`src/rtl/resp_data_checker_pkg.sv`:
```
// resp_data_checker_pkg
//   Shared types and constants for the read-response checker:
//   request type, expected-data mode codes, FSM states, summary markers,
//   record/summary field offsets and a saturating increment helper.
package resp_data_checker_pkg;

    typedef enum logic [1:0] {
        REQ_WR  = 2'd0,
        REQ_RD  = 2'd1,
        REQ_RMW = 2'd2,
        REQ_NOP = 2'd3
    } req_t;

    typedef enum logic [5:0] {
        DT_ZERO     = 6'd0,
        DT_ONES     = 6'd1,
        DT_HALF     = 6'd2,
        DT_HALFWORD = 6'd3,
        DT_CHECKER  = 6'd4,
        DT_ADDR     = 6'd5,
        DT_USER     = 6'd6
    } dt_e;

    typedef enum logic [1:0] {
        ST_IDLE,
        ST_RUN,
        ST_SUMMARY,
        ST_DONE
    } state_e;

    localparam logic [31:0] SUM_MARK     = 32'hFFFF_FFFF;
    localparam logic [31:0] SUM_TO_WORD  = 32'hF0F0_F0F0;
    localparam logic [31:0] HALFWORD_PAT = 32'h0000_FFFF;
    localparam logic [31:0] CHECKER_PAT  = 32'hAAAA_5555;

    // Record header offsets, relative to bit DATA_W of the record.
    localparam int unsigned REC_COL_OFF = 0;
    localparam int unsigned REC_ROW_OFF = 8;
    localparam int unsigned REC_BK_OFF  = 24;
    localparam int unsigned REC_MIS_OFF = 31;

    // Summary word offsets within the low 192 bits.
    localparam int unsigned SUM_GEN_OFF     = 0;
    localparam int unsigned SUM_GEN_RD_OFF  = 32;
    localparam int unsigned SUM_RESP_OFF    = 64;
    localparam int unsigned SUM_RESP_RD_OFF = 96;
    localparam int unsigned SUM_ERR_OFF     = 128;
    localparam int unsigned SUM_TO_OFF      = 160;

    function automatic logic [31:0] sat_inc(input logic [31:0] v);
        return (v == 32'hFFFF_FFFF) ? v : v + 32'd1;
    endfunction

endpackage

```
`src/rtl/resp_data_checker_exp_gen.sv`:
```
// dc_exp_gen
//   Combinational expected-data generator.
//   mode_i    : data-type code (unknown codes give zeros)
//   pattern_i : user word replicated in user mode
//   bk_i/row_i/col_i : response address for the address-derived mode
//   inv_i     : invert the result
//   exp_o     : expected data
module dc_exp_gen
    import resp_data_checker_pkg::*;
#(
    parameter int unsigned DATA_W = 256,
    parameter int unsigned BK_W   = 4,
    parameter int unsigned ROW_W  = 14,
    parameter int unsigned COL_W  = 6
) (
    input  logic [5:0]        mode_i,
    input  logic [31:0]       pattern_i,
    input  logic [BK_W-1:0]   bk_i,
    input  logic [ROW_W-1:0]  row_i,
    input  logic [COL_W-1:0]  col_i,
    input  logic              inv_i,
    output logic [DATA_W-1:0] exp_o
);
    logic [31:0]       addr_word;
    logic [DATA_W-1:0] base;

    always_comb begin
        // {bk, 2'b0, row, 2'b0, col}, zero-extended
        addr_word = '0;
        addr_word[COL_W-1:0]               = col_i;
        addr_word[COL_W+2 +: ROW_W]        = row_i;
        addr_word[COL_W+ROW_W+4 +: BK_W]   = bk_i;

        base = '0;
        case (mode_i)
            DT_ZERO:     base = '0;
            DT_ONES:     base = '1;
            DT_HALF:     base[DATA_W/2-1:0] = '1;
            DT_HALFWORD: base = {(DATA_W/32){HALFWORD_PAT}};
            DT_CHECKER:  base = {(DATA_W/32){CHECKER_PAT}};
            DT_ADDR:     base[31:0] = addr_word;
            DT_USER:     base = {(DATA_W/32){pattern_i}};
            default:     base = '0;
        endcase

        exp_o = inv_i ? ~base : base;
    end
endmodule

```
`config.mk`:
```
export PLATFORM = sky130hd
export DESIGN_NAME = dc_exp_gen
export DESIGN_NICKNAME = d
export VERILOG_FILES = /design/src/rtl/resp_data_checker_pkg.sv /design/src/rtl/resp_data_checker_exp_gen.sv
export SDC_FILE = /design/constraint.sdc
export NUM_CORES = 1
export LEC_CHECK = 0
export CAP_MARGIN = 40
export CORE_AREA = 10 10 116 118
export DETAILED_ROUTE_END_ITERATION = 7
export DIE_AREA = 0 0 126 128
export GPL_TIMING_DRIVEN = 0
export PLACE_DENSITY = 0.77
export SKIP_LAST_GASP = 1
export SLEW_MARGIN = 10
export SYNTH_ARGS = -nofsm -noshare
export SYNTH_HDL_FRONTEND = slang
export SYNTH_SLANG_ARGS = --single-unit
```
`constraint.sdc`:
```
create_clock -name vclk -period 6.8
set_input_delay 2.04 -clock vclk [all_inputs]
set_output_delay 2.04 -clock vclk [all_outputs]
set_load 0.005 [all_outputs]
```
---- Word-level counts from Yosys, hierarchy flattened ----
Index checks and enable logic that the tools add are counted.
cells by class
  bitwise operators ....................... 1
  multiplexer cells ....................... 4
  reduce and logical (&&, ||, !) cells .... 1
  equal/unequal tests ..................... 6
operators by type and width
  operator              count
  $pmux W128 S4         1
  $pmux W96 S4          1
  $mux W256             1
  $not A256 Y256        1
  $pmux W32 S5          1
  $eq A6 B3 Y1 const B  3
  $eq A6 B2 Y1 const B  2
  $eq A6 B1 Y1 const B  1
  $reduce_or A2 Y1      1
word-level totals
  output and inout bits ................... 256
  logic and storage cells ................. 12
  bits in registers ....................... 0
  input port bits ......................... 63

---- Depth between registers and ports, before layout ----
Gate-level depths: netlist of the first run.
  depth in word-level cells ............... 5
  mapped depth ............................ 7
  depth with buffers taken out ............ 4

---- Least setup slack after synthesis of the first run ----
No wires, ideal clock.
  path type ............................... input-to-output
  start point ............................. input mode_i[5]
  end point ............................... output exp_o[177]
  required time ........................... 4760 ps
  slack ................................... 1111 ps
  buffers on the path ..................... 3
  cell stages on the path ................. 7
  arrival ................................. 3649 ps
  path through ............................ or4b_1 > buf_2 > nor2_4 > buf_2 > a21oi_1 > xnor2_1 > buf_4
between the ends
  cells in the longest elaborated chain, start to end .. 4
  elaborated cells between the ends (all ways) .. 7
  classes of those cells .................. eq/ne: 4; mux: 2; bitwise: 1
RTL lines
  element                                     line                             RTL
  start: declaration                          resp_data_checker_exp_gen.sv:16  input logic [5:0] mode_i,
  $eq A6 B3 Y1, or another cell as far along  resp_data_checker_exp_gen.sv:35  case (mode_i)
  $pmux W128 S4 (*)                           resp_data_checker_exp_gen.sv:35
  $not A256 Y256                              resp_data_checker_exp_gen.sv:46  exp_o = inv_i ? ~base : base;
  $mux W256 (*)                               resp_data_checker_exp_gen.sv:46
  end: declaration                            resp_data_checker_exp_gen.sv:22  output logic [DATA_W-1:0] exp_o
Every way passes the cells marked *; elsewhere a longest branch is shown, timed or not.

---- Worst setup path in the final report of the first run ----
  start point ............................. input mode_i[5]
  end point ............................... output exp_o[163]
The elaborated chain is that of the path after synthesis.

==> results.yml, run 1 <==
status:
  outcome: "completed"
critical_path:
  setup.worst_path.start_class: "primary input"
  timing.critical_path.buf_inv: 4
  critPathTopFamily: "buffers and inverters"
  cp_slowest_stage_delay_ns: 0.55
  required_ns: 4.76
  worstSetupPathType: "primary input to output port"
  cp_slowest_cell: "sky130_fd_sc_hd__nor2_1"
  worstPathCellList: "clkdlybuf4s50_1, or3_1, buf_2, nor2_1, a21oi_1, xnor2_2, buf_4, clkdlybuf4s50_1"
  worst-path-max-fanout: 8
  critPathCaptureType: "output port"
  data_arrival_time_of_the_critical_path_ns: 4.73
  cpMostUsedCell: "sky130_fd_sc_hd__clkdlybuf4s50_1"
global_routing:
  grt_start_max_net_pins: 11
  grt.overflow.total: 0
  initial_antenna_violation_count: 0
  grt_usage: 0.190
  gr-usage-met2: 0.381
  vias_in_the_first_global_route: 4037
  groute.layer.met3.usage: 0.0389
  grt_first_pass_wirelength_um: 25000
  fraction_of_met1_tracks_used_by_global_routing: 0.204
  gr-max-usage-layer: "met2"
min_path:
  holdPathEnd: "exp_o[1]"
  hold_path_class: "primary input to output port"
  worstHoldStart: "inv_i"
  hold_depth: 4
cells_and_area:
  finalInstanceArea_um2: 6850
  sequential_cell_area_um2: 0
  drive_above_1_share: 0.336
  final_core_occ: 0.610
  diodes: 0
  area_growth_pct: 132
  layout.nets: 802
  flops_and_latches: 0
  n_clock_buffer: 0
timing:
  smallest_hold_slack_ns: 5.04
  timing.final.crit_period_ns: 6.77
  total_count_of_hold_check_failures_in_the_final_report: 0
  worst_slew_margin_rel: 0.288
  maxClockFrequency_mhz: 148
  finalCritPeriodShare: 0.995
  final.setup.worst_slack_ns: 0.0330
  worst_slew_pin_slew_ns: 1.07
  grt_setup_unrepaired: "yes"
  final_max_slew_viol_count: 0
  finalSetupViolCount: 0
clock_tree:
  hold_buffers: 0
die:
  die_area_um2: 16100
  die-width_um: 126
  initial_utilization: 0.263
  io_pins: 319
  num_rows: 39
  die_height_um: 128
  core_footprint_um2: 11200
pwr:
  power.share.sequential: 0
  leakage_nw: 2.89
  power.clock.fraction: 0
  power_switching_share: 0.340
  power_switching_uw: 186
  peak_ir_drop_on_the_vdd_network_v: 0.0000544
  p_int_uw: 361
  p_total_uw: 547
  cellPowerDensity_nw_per_um2: 79.9
  comb_power_share: 1.000
place:
  post-dp-hpwl_um: 14900
  globalplace.congestion: 0.841
  placedInstanceArea_um2: 6330
  port-buffer-count: 318
  place_worst_setup_slack_ns: -0.358
synth:
  synth_nets: 469
  synth_cell_types: 25
  syn_avg_cell_area_um2: 7.26
  synth_warnings: 0
  ranking_of_synthesized_cells_by_instance_count: "167 x sky130_fd_sc_hd__buf_4, 92 x sky130_fd_sc_hd__xnor2_1, 61 x sky130_fd_sc_hd__a21oi_1"
  yosys.area.top_type_share: 0.425
  syn_inst: 406
  synth_seq_area_share: 0
  syn_area_um2: 2950
  synthMostInstantiatedCell: "sky130_fd_sc_hd__buf_4"
  post_synthesis_cell_type_with_the_largest_combined_area: "sky130_fd_sc_hd__buf_4"
  netlist_top_cells_area: "sky130_fd_sc_hd__buf_4 43%, sky130_fd_sc_hd__xnor2_1 27%, sky130_fd_sc_hd__a21oi_1 10%, sky130_fd_sc_hd__a221oi_1 5.6%, sky130_fd_sc_hd__buf_2 2.0%"
route:
  vias: 3878
  dr_drc_count: 0
  ant_nets: 0
  drt-total-wl_um: 17400
  drt-wirelength-per-cell_um: 19.7
  vias_per_cell: 4.41
  detailed_router_iteration_count_before_antenna_repair: 4
  dr.first_iter.drc_count: 211
job:
  max_cap_violations: 0
[metrics by stage]
| stage | TNS (ns) | std cells |
|---|---|---|
| after floorplan | 0 | 406 |
| after global placement | -22.44 | 867 |
| after detailed placement | -20.25 | 869 |
| after CTS | 0 | 872 |
| after global routing | -1.54 | 880 |
| final | 0 | 880 |
[per-layer routing]
layer / vias to the layer above / wire (um)
li1: 1861 / -
met1: 1842 / 6170
met2: 167 / 9790
met3: 8 / 1280
met4: 0 / 137
met5: - / 0
[worst max path at each step]
stage,slack (ns),startpoint,end,depth (start not counted)
5_1_grt,-0.06,mode_i[5],exp_o[163],8
4_1_cts,0.005,mode_i[5],exp_o[90],9
2_1_floorplan,1.11,mode_i[5],exp_o[177],7
3_3_place_gp,-0.37,mode_i[5],exp_o[220],8
3_5_place_dp,-0.36,mode_i[1],exp_o[192],8
6_report,0.03,mode_i[5],exp_o[163],8
[layout make-up]
class	instances	area, um^2
timing repair buffer	330	3310
tap	143	179
buffer	188	1390
multi-input combinational	219	1970
fill	962	4380
[cells by family (layout without fill, tap and decap cells)]
group	count (synthesis)	after routing	share of synthesized area
AND/OR/NAND/NOR	20	21	0.0458
XOR/XNOR	98	98	0.291
AO/OA/AOI/OAI	100	100	0.206
buffers and inverters	188	518	0.457
[cells in the final DEF (no fill, tap or decap), drive strengths merged]
| cell type | synthesis | layout |
|---|---|---|
| clkdlybuf4s50 | 0 | 318 |
| buf | 183 | 194 |
| xnor2 | 92 | 92 |
| a21oi | 64 | 64 |
| a221oi | 19 | 19 |
| o21ai | 8 | 8 |
| xor2 | 6 | 6 |
| clkbuf | 5 | 6 |
| nor2 | 5 | 6 |
| a22oi | 5 | 5 |
| nor2b | 4 | 4 |
| nor3 | 4 | 4 |
| nand2b | 3 | 3 |
| or4b | 1 | 1 |
| or3 | 1 | 1 |
| or3b | 1 | 1 |
| nor3b | 1 | 1 |
| o211a | 1 | 1 |
| a211oi | 1 | 1 |
| o21bai | 1 | 1 |
| o211ai | 1 | 1 |
[power groups by stage]
| stage | registers, mW | logic (mW) | clock network (mW) |
|---|---|---|---|
| after floorplan | 0 | 0.208 | 0 |
| after global placement | 0 | 0.520 | 0 |
| after detailed placement | 0 | 0.528 | 0 |
| after CTS | 0 | 0.545 | 0 |
| after global routing | 0 | 0.580 | 0 |
| final | 0 | 0.547 | 0 |
[timing repair]
| action | in CTS | in global routing |
|---|---|---|
| setup buffers | 2 | 3 |
| pin swaps | 2 | 8 |
| gates cloned | 1 | 1 |
| endpoints found under the setup margin | 194 | 178 |
| resized for setup | 38 | 30 |
Power figures use the tool's default switching activity.
==> inputs of run 2 (changes only) <==
--- a/config.mk
+++ b/config.mk
@@ -11,8 +11,6 @@
 export DIE_AREA = 0 0 126 128
 export GPL_TIMING_DRIVEN = 0
 export PLACE_DENSITY = 0.77
-export SKIP_LAST_GASP = 1
-export SLEW_MARGIN = 10
 export SYNTH_ARGS = -nofsm -noshare
 export SYNTH_HDL_FRONTEND = slang
 export SYNTH_SLANG_ARGS = --single-unit
==> results of run 2 <==
No change in the layout: final DEF, timing and power equal those of run 1.
==> inputs of run 3 (changes only) <==
--- a/config.mk
+++ b/config.mk
@@ -9,8 +9,10 @@
 export CORE_AREA = 10 10 116 118
 export DETAILED_ROUTE_END_ITERATION = 7
 export DIE_AREA = 0 0 126 128
+export GPL_ROUTABILITY_DRIVEN = 0
 export GPL_TIMING_DRIVEN = 0
 export PLACE_DENSITY = 0.77
 export SYNTH_ARGS = -nofsm -noshare
 export SYNTH_HDL_FRONTEND = slang
 export SYNTH_SLANG_ARGS = --single-unit
+export TNS_END_PERCENT = 100
==> results of run 3 <==
No change in the layout: final DEF, timing and power equal those of run 1.
